--- src/rtl/clock_period_monitor.sv ---
// Measures the period and high time of a divided clock, sampled in the clk_i domain, and flags range errors and stalls.
// Optional duty-cycle check with extra duty_err_o output: define CLOCK_PERIOD_MONITOR_DUTY_CHECK_EN.
module clock_period_monitor #(
  parameter int CNT_W       = 8,
  parameter int SYNC_STAGES = 2,
  parameter int MIN_PERIOD  = 4,
  parameter int MAX_PERIOD  = 16,
  parameter int TIMEOUT     = 64
) (
  input  logic             clk_i,
  input  logic             reset_ni,
  input  logic             mon_clk_i,
  input  logic             clear_i,
  output logic [CNT_W-1:0] period_o,
  output logic [CNT_W-1:0] high_o,
  output logic             meas_valid_o,
  output logic             err_o,
  output logic             stall_o
`ifdef CLOCK_PERIOD_MONITOR_DUTY_CHECK_EN
  ,
  output logic             duty_err_o
`endif
);

  typedef enum logic [1:0] {
    IDLE = 2'b00,
    HIGH = 2'b01,
    LOW  = 2'b10
  } state_e;

  localparam logic [CNT_W-1:0] MIN_C     = CNT_W'(MIN_PERIOD);
  localparam logic [CNT_W-1:0] MAX_C     = CNT_W'(MAX_PERIOD);
  localparam logic [CNT_W-1:0] TIMEOUT_C = CNT_W'(TIMEOUT);
  localparam logic [CNT_W-1:0] CNT_SAT   = {CNT_W{1'b1}};
  localparam logic [CNT_W-1:0] CNT_ONE   = {{(CNT_W-1){1'b0}}, 1'b1};

  logic [SYNC_STAGES-1:0] sync_r;
  logic                   prev_r;
  logic                   mon_s;
  logic                   rise_s;
  logic                   fall_s;
  state_e                 state_r;
  logic [CNT_W-1:0]       cnt_r;
  logic [CNT_W-1:0]       high_cap_r;
  logic [CNT_W-1:0]       cnt_inc_s;
  logic                   meas_s;
  logic                   timeout_s;
  logic                   range_bad_s;
  logic                   err_set_s;
`ifdef CLOCK_PERIOD_MONITOR_DUTY_CHECK_EN
  localparam logic [CNT_W+1:0] DUTY_TOL = {{(CNT_W+1){1'b0}}, 1'b1};
  logic [CNT_W+1:0] twice_high_s;
  logic [CNT_W+1:0] cnt_ext_s;
  logic [CNT_W+1:0] duty_diff_s;
  logic             duty_bad_s;
`endif

  // Synchronizer chain for the asynchronous monitored clock plus edge history
  always_ff @(posedge clk_i or negedge reset_ni) begin
    if (!reset_ni) begin
      sync_r <= {SYNC_STAGES{1'b0}};
      prev_r <= 1'b0;
    end else begin
      sync_r <= {sync_r[SYNC_STAGES-2:0], mon_clk_i};
      prev_r <= mon_s;
    end
  end

  // Edge detection, saturating increment and error-set conditions
  always_comb begin
    mon_s  = sync_r[SYNC_STAGES-1];
    rise_s = mon_s & ~prev_r;
    fall_s = ~mon_s & prev_r;

    if (cnt_r == CNT_SAT) begin
      cnt_inc_s = cnt_r;
    end else begin
      cnt_inc_s = cnt_r + CNT_ONE;
    end

    meas_s = (state_r == LOW) && rise_s;

    // An edge arriving in the timeout cycle still counts as progress
    if (cnt_r == TIMEOUT_C) begin
      if (state_r == HIGH) begin
        timeout_s = ~fall_s;
      end else if (state_r == LOW) begin
        timeout_s = ~rise_s;
      end else begin
        timeout_s = 1'b0;
      end
    end else begin
      timeout_s = 1'b0;
    end

    range_bad_s = (cnt_r < MIN_C) || (cnt_r > MAX_C);

`ifdef CLOCK_PERIOD_MONITOR_DUTY_CHECK_EN
    twice_high_s = {1'b0, high_cap_r, 1'b0};
    cnt_ext_s    = {2'b00, cnt_r};
    if (twice_high_s >= cnt_ext_s) begin
      duty_diff_s = twice_high_s - cnt_ext_s;
    end else begin
      duty_diff_s = cnt_ext_s - twice_high_s;
    end
    duty_bad_s = duty_diff_s > DUTY_TOL;
    err_set_s  = timeout_s | (meas_s & (range_bad_s | duty_bad_s));
`else
    err_set_s  = timeout_s | (meas_s & range_bad_s);
`endif
  end

  // Measurement FSM with registered reports and sticky flags (set beats clear)
  always_ff @(posedge clk_i or negedge reset_ni) begin
    if (!reset_ni) begin
      state_r      <= IDLE;
      cnt_r        <= {CNT_W{1'b0}};
      high_cap_r   <= {CNT_W{1'b0}};
      period_o     <= {CNT_W{1'b0}};
      high_o       <= {CNT_W{1'b0}};
      meas_valid_o <= 1'b0;
      err_o        <= 1'b0;
      stall_o      <= 1'b0;
`ifdef CLOCK_PERIOD_MONITOR_DUTY_CHECK_EN
      duty_err_o   <= 1'b0;
`endif
    end else begin
      meas_valid_o <= 1'b0;
      case (state_r)
        IDLE: begin
          if (rise_s) begin
            cnt_r   <= CNT_ONE;
            state_r <= HIGH;
          end
        end
        HIGH: begin
          cnt_r <= cnt_inc_s;
          if (fall_s) begin
            high_cap_r <= cnt_r;
            state_r    <= LOW;
          end else if (timeout_s) begin
            state_r <= IDLE;
          end
        end
        LOW: begin
          if (rise_s) begin
            period_o     <= cnt_r;
            high_o       <= high_cap_r;
            meas_valid_o <= 1'b1;
            cnt_r        <= CNT_ONE;
            state_r      <= HIGH;
          end else if (timeout_s) begin
            cnt_r   <= cnt_inc_s;
            state_r <= IDLE;
          end else begin
            cnt_r <= cnt_inc_s;
          end
        end
        default: begin
          state_r <= IDLE;
        end
      endcase

      if (err_set_s) begin
        err_o <= 1'b1;
      end else if (clear_i) begin
        err_o <= 1'b0;
      end

      if (timeout_s) begin
        stall_o <= 1'b1;
      end else if (clear_i) begin
        stall_o <= 1'b0;
      end

`ifdef CLOCK_PERIOD_MONITOR_DUTY_CHECK_EN
      if (meas_s && duty_bad_s) begin
        duty_err_o <= 1'b1;
      end else if (clear_i) begin
        duty_err_o <= 1'b0;
      end
`endif
    end
  end

endmodule

--- config.mk ---
export PLATFORM = sky130hd
export DESIGN_NAME = clock_period_monitor
export DESIGN_NICKNAME = d
export VERILOG_FILES = /design/src/rtl/clock_period_monitor.sv
export SDC_FILE = /design/constraint.sdc
export NUM_CORES = 1
export LEC_CHECK = 0
export ABC_CLOCK_PERIOD_IN_PS = 3400
export BUFFER_PORTS_ARGS = -buffer_cell sky130_fd_sc_hd__buf_2
export CORE_UTILIZATION = 38
export CTS_CLUSTER_DIAMETER = 60
export DETAILED_ROUTE_END_ITERATION = 7
export GPL_ROUTABILITY_DRIVEN = 0
export GPL_TIMING_DRIVEN = 0
export PLACE_DENSITY = 0.54
export SYNTH_ARGS = -nofsm -noshare
export SYNTH_HDL_FRONTEND = slang
export SYNTH_SLANG_ARGS = --single-unit
--- constraint.sdc ---
create_clock -name clk_i -period 3.4 [get_ports clk_i]
set_input_delay 0.17 -clock clk_i [delete_from_list [all_inputs] [get_ports clk_i]]
set_output_delay 0.17 -clock clk_i [all_outputs]
set_load 0.02 [all_outputs]
==> results.toml <==
[run_status]
status = "finished with violations"
failed_checks = "hold timing"

[die]
die_x_um = 72.3
rows = 25
dieArea_um2 = 5230
ios = 23
start_util = 0.395
fp.coreArea_um2 = 4750
fp.dieH_um = 72.3

[sta]
final_max_slew_viol_count = 0
worstMarginPinSlew_ns = 0.876
timing.slew.headroom = 0.416
finalSetupViolCount = 0
rsz0062_at_grt = "false"
max_clock_freq_mhz = 550
finalHoldViolCount = 17
clock_skew_ns = 0.00412
setup_tns_ns = 0
hold_ws_ns = -0.0114
min_period_over_period = 0.534
fin_crit_ns = 1.82

[setup_path]
cp_data_arrival_time_ns = 2.00
crit_fanout = 10
end_kind = "flip-flop"
required_ns = 3.58
r2r-start = "state_r[0]$_DFFE_PN0P_"
reg2reg_depth = 5
critical_path_class = "reg2reg"
r2r_slack_ns = 1.58
worst_setup_path_start_kind = "flip-flop"
r2r-end = "period_o[2]$_DFFE_PN0P_"

[yosys]
synth_top_area_frac = 0.533
synth.area.top_cells = "dfrtp_1, mux2_2, ha_1, a21oi_1, o21ai_0"
syn_area_per_cell_um2 = 11.7
synth_commonest_cells = "dfrtp_1, mux2_2, a21oi_1, o21ai_0"
synthFlopType = "dfrtp_1"
yosysTopAreaCell = "dfrtp_1"
syn_inst = 160
synth_area_um2 = 1880
async_reset_ff_frac = 1.00
ys_ff_latch = 40
synth_nets = 170
synth_edf_count = 0
yosysWarnings = 0
ys_seq_area_frac = 0.533
ys_types = 39
yosysMostFrequentCell = "dfrtp_1"

[global_route]
grtUsageMet3 = 0.0361
grt_overflow = 0
grt_use_met1 = 0.204
met2_usage = 0.244
antenna_found_initial = 0
top_usage_layer = "met2"
grt_usage = 0.155
grt_max_degree = 41
grt_pass1_vias = 1275
grt_pass1_wl_um = 6170

[clock_tree]
cts-root-buf = "clkbuf_8"
h-tree-depth = 2
ctsResizeCount = 0
cts_num_sinks = 40
clk-insertion-delay-late_ns = 0.29
clk_pin_slew_ns = 0.08
cts_hold_buffers = 1
postCtsSetupRepairBufs = 0
cts.path.max_buffers = 2
cts_tree = "yes"
numCtsBuffers = 5

[pwr]
ir_drop_v = 0.000188
p_leak_nw = 1.11
pwr_density_cell_nw_per_um2 = 604
power_mw = 1.33

[detailed_routing]
drc = 0
post_drt_via_cell_ratio = 5.18
wl_per_cell_um = 14.3
dr.pass1.iters = 4
antenna_left = 0
totalWireLength_um = 3700
vias = 1336
drt_iter0_drc = 79

[cells_and_area]
drive_gt1_frac = 0.340
antenna_cells = 0
area_growth_pct = 17.0
final_util = 0.462
nFillCells = 457
fin_nets = 200

[job]
maxCapViolations = 0

[place]
portBuffers = 22
dp_hpwl_um = 2570

[worst_hold_path]
hold_class = "in2async"
-- worst max path at each step --
stage                            from  cells after the start                      end  slack, ns
2_1_floorplan  state_r[0]$_DFFE_PN0P_                      5    high_o[3]$_DFFE_PN0P_       1.86
3_3_place_gp   state_r[0]$_DFFE_PN0P_                      5  period_o[2]$_DFFE_PN0P_       1.63
3_5_place_dp   state_r[0]$_DFFE_PN0P_                      5  period_o[2]$_DFFE_PN0P_       1.59
4_1_cts        state_r[0]$_DFFE_PN0P_                      5  period_o[2]$_DFFE_PN0P_       1.57
5_1_grt        state_r[0]$_DFFE_PN0P_                      5  period_o[2]$_DFFE_PN0P_       1.47
6_report       state_r[0]$_DFFE_PN0P_                      5  period_o[2]$_DFFE_PN0P_       1.58
-- cell type report --
class	instances	area (um^2)	area share
clock inverter	3	46.3	0.0211
tap	67	83.8	0.0382
timing repair buffer	23	120	0.0547
sequential	40	1000	0.456
buffer	8	57.6	0.0262
inverter	10	37.5	0.0171
multi-input combinational	102	782	0.356
clock buffer	5	68.8	0.0313
-- routing by layer --
metal / vias to the layer above / wire [um]
met4: 0 / 44
met3: 5 / 115
met1: 662 / 1750
met2: 29 / 1780
met5: - / 0
li1: 640 / -
-- metrics by stage --
| step | std cells | worst slack, ns | cell area, um^2 |
|---|---|---|---|
| 3_3_place_gp | 249 | 1.63 | 2070 |
| 3_5_place_dp | 249 | 1.59 | 2070 |
| 4_1_cts | 258 | 1.57 | 2200 |
| 2_1_floorplan | 160 | 1.86 | 1880 |
| 5_1_grt | 258 | 1.47 | 2200 |
| 6_report | 258 | 1.58 | 2200 |
-- worst max-delay path, stage by stage, from the launching register on --
cell and delay, ns:
dfrtp_1 0.43, inv_1 0.11, ha_1 0.30, nand3b_1 0.21
buf_2 0.29, mux2_2 0.37
-- logic make-up after synthesis --
family | count (synthesis) | share of synthesized area
compound gates | 40 | 0.142
flops | 40 | 0.533
simple gates | 36 | 0.115
mux | 20 | 0.120
buf+inv | 18 | 0.0506
fa+ha+maj | 6 | 0.0400
-- where the power goes --
part           internal (mW)  leakage [nW]  switching [mW]
logic                  0.142         0.509           0.223
clock network          0.221        0.0548           0.172
registers              0.530         0.543          0.0387
total                  0.893          1.11           0.434
-- layout by cell type (no fill, tap or decap), types with 3 or more instances in the layout --
cell / Yosys / routed
and2_1: 3 / 3
mux2_2: 20 / 20
nand3_1: 3 / 3
ha_1: 6 / 6
a21oi_1: 11 / 11
nand2_1: 10 / 10
inv_1: 10 / 10
nand4_1: 5 / 5
o21ai_0: 11 / 11
buf_2: 4 / 26
and3_1: 3 / 3
clkbuf_8: 0 / 5
dfrtp_1: 40 / 40
a31oi_1: 3 / 3
-- state kept, by name, summed over array words and instances, names as in the netlist --
name,flops
cnt_r,8
high_cap_r,8
high_o,8
period_o,8
state_r,2
sync_r,2
err_o,1
meas_valid_o,1
prev_r,1
stall_o,1
Note: power is estimated with default switching activity, not from simulation.
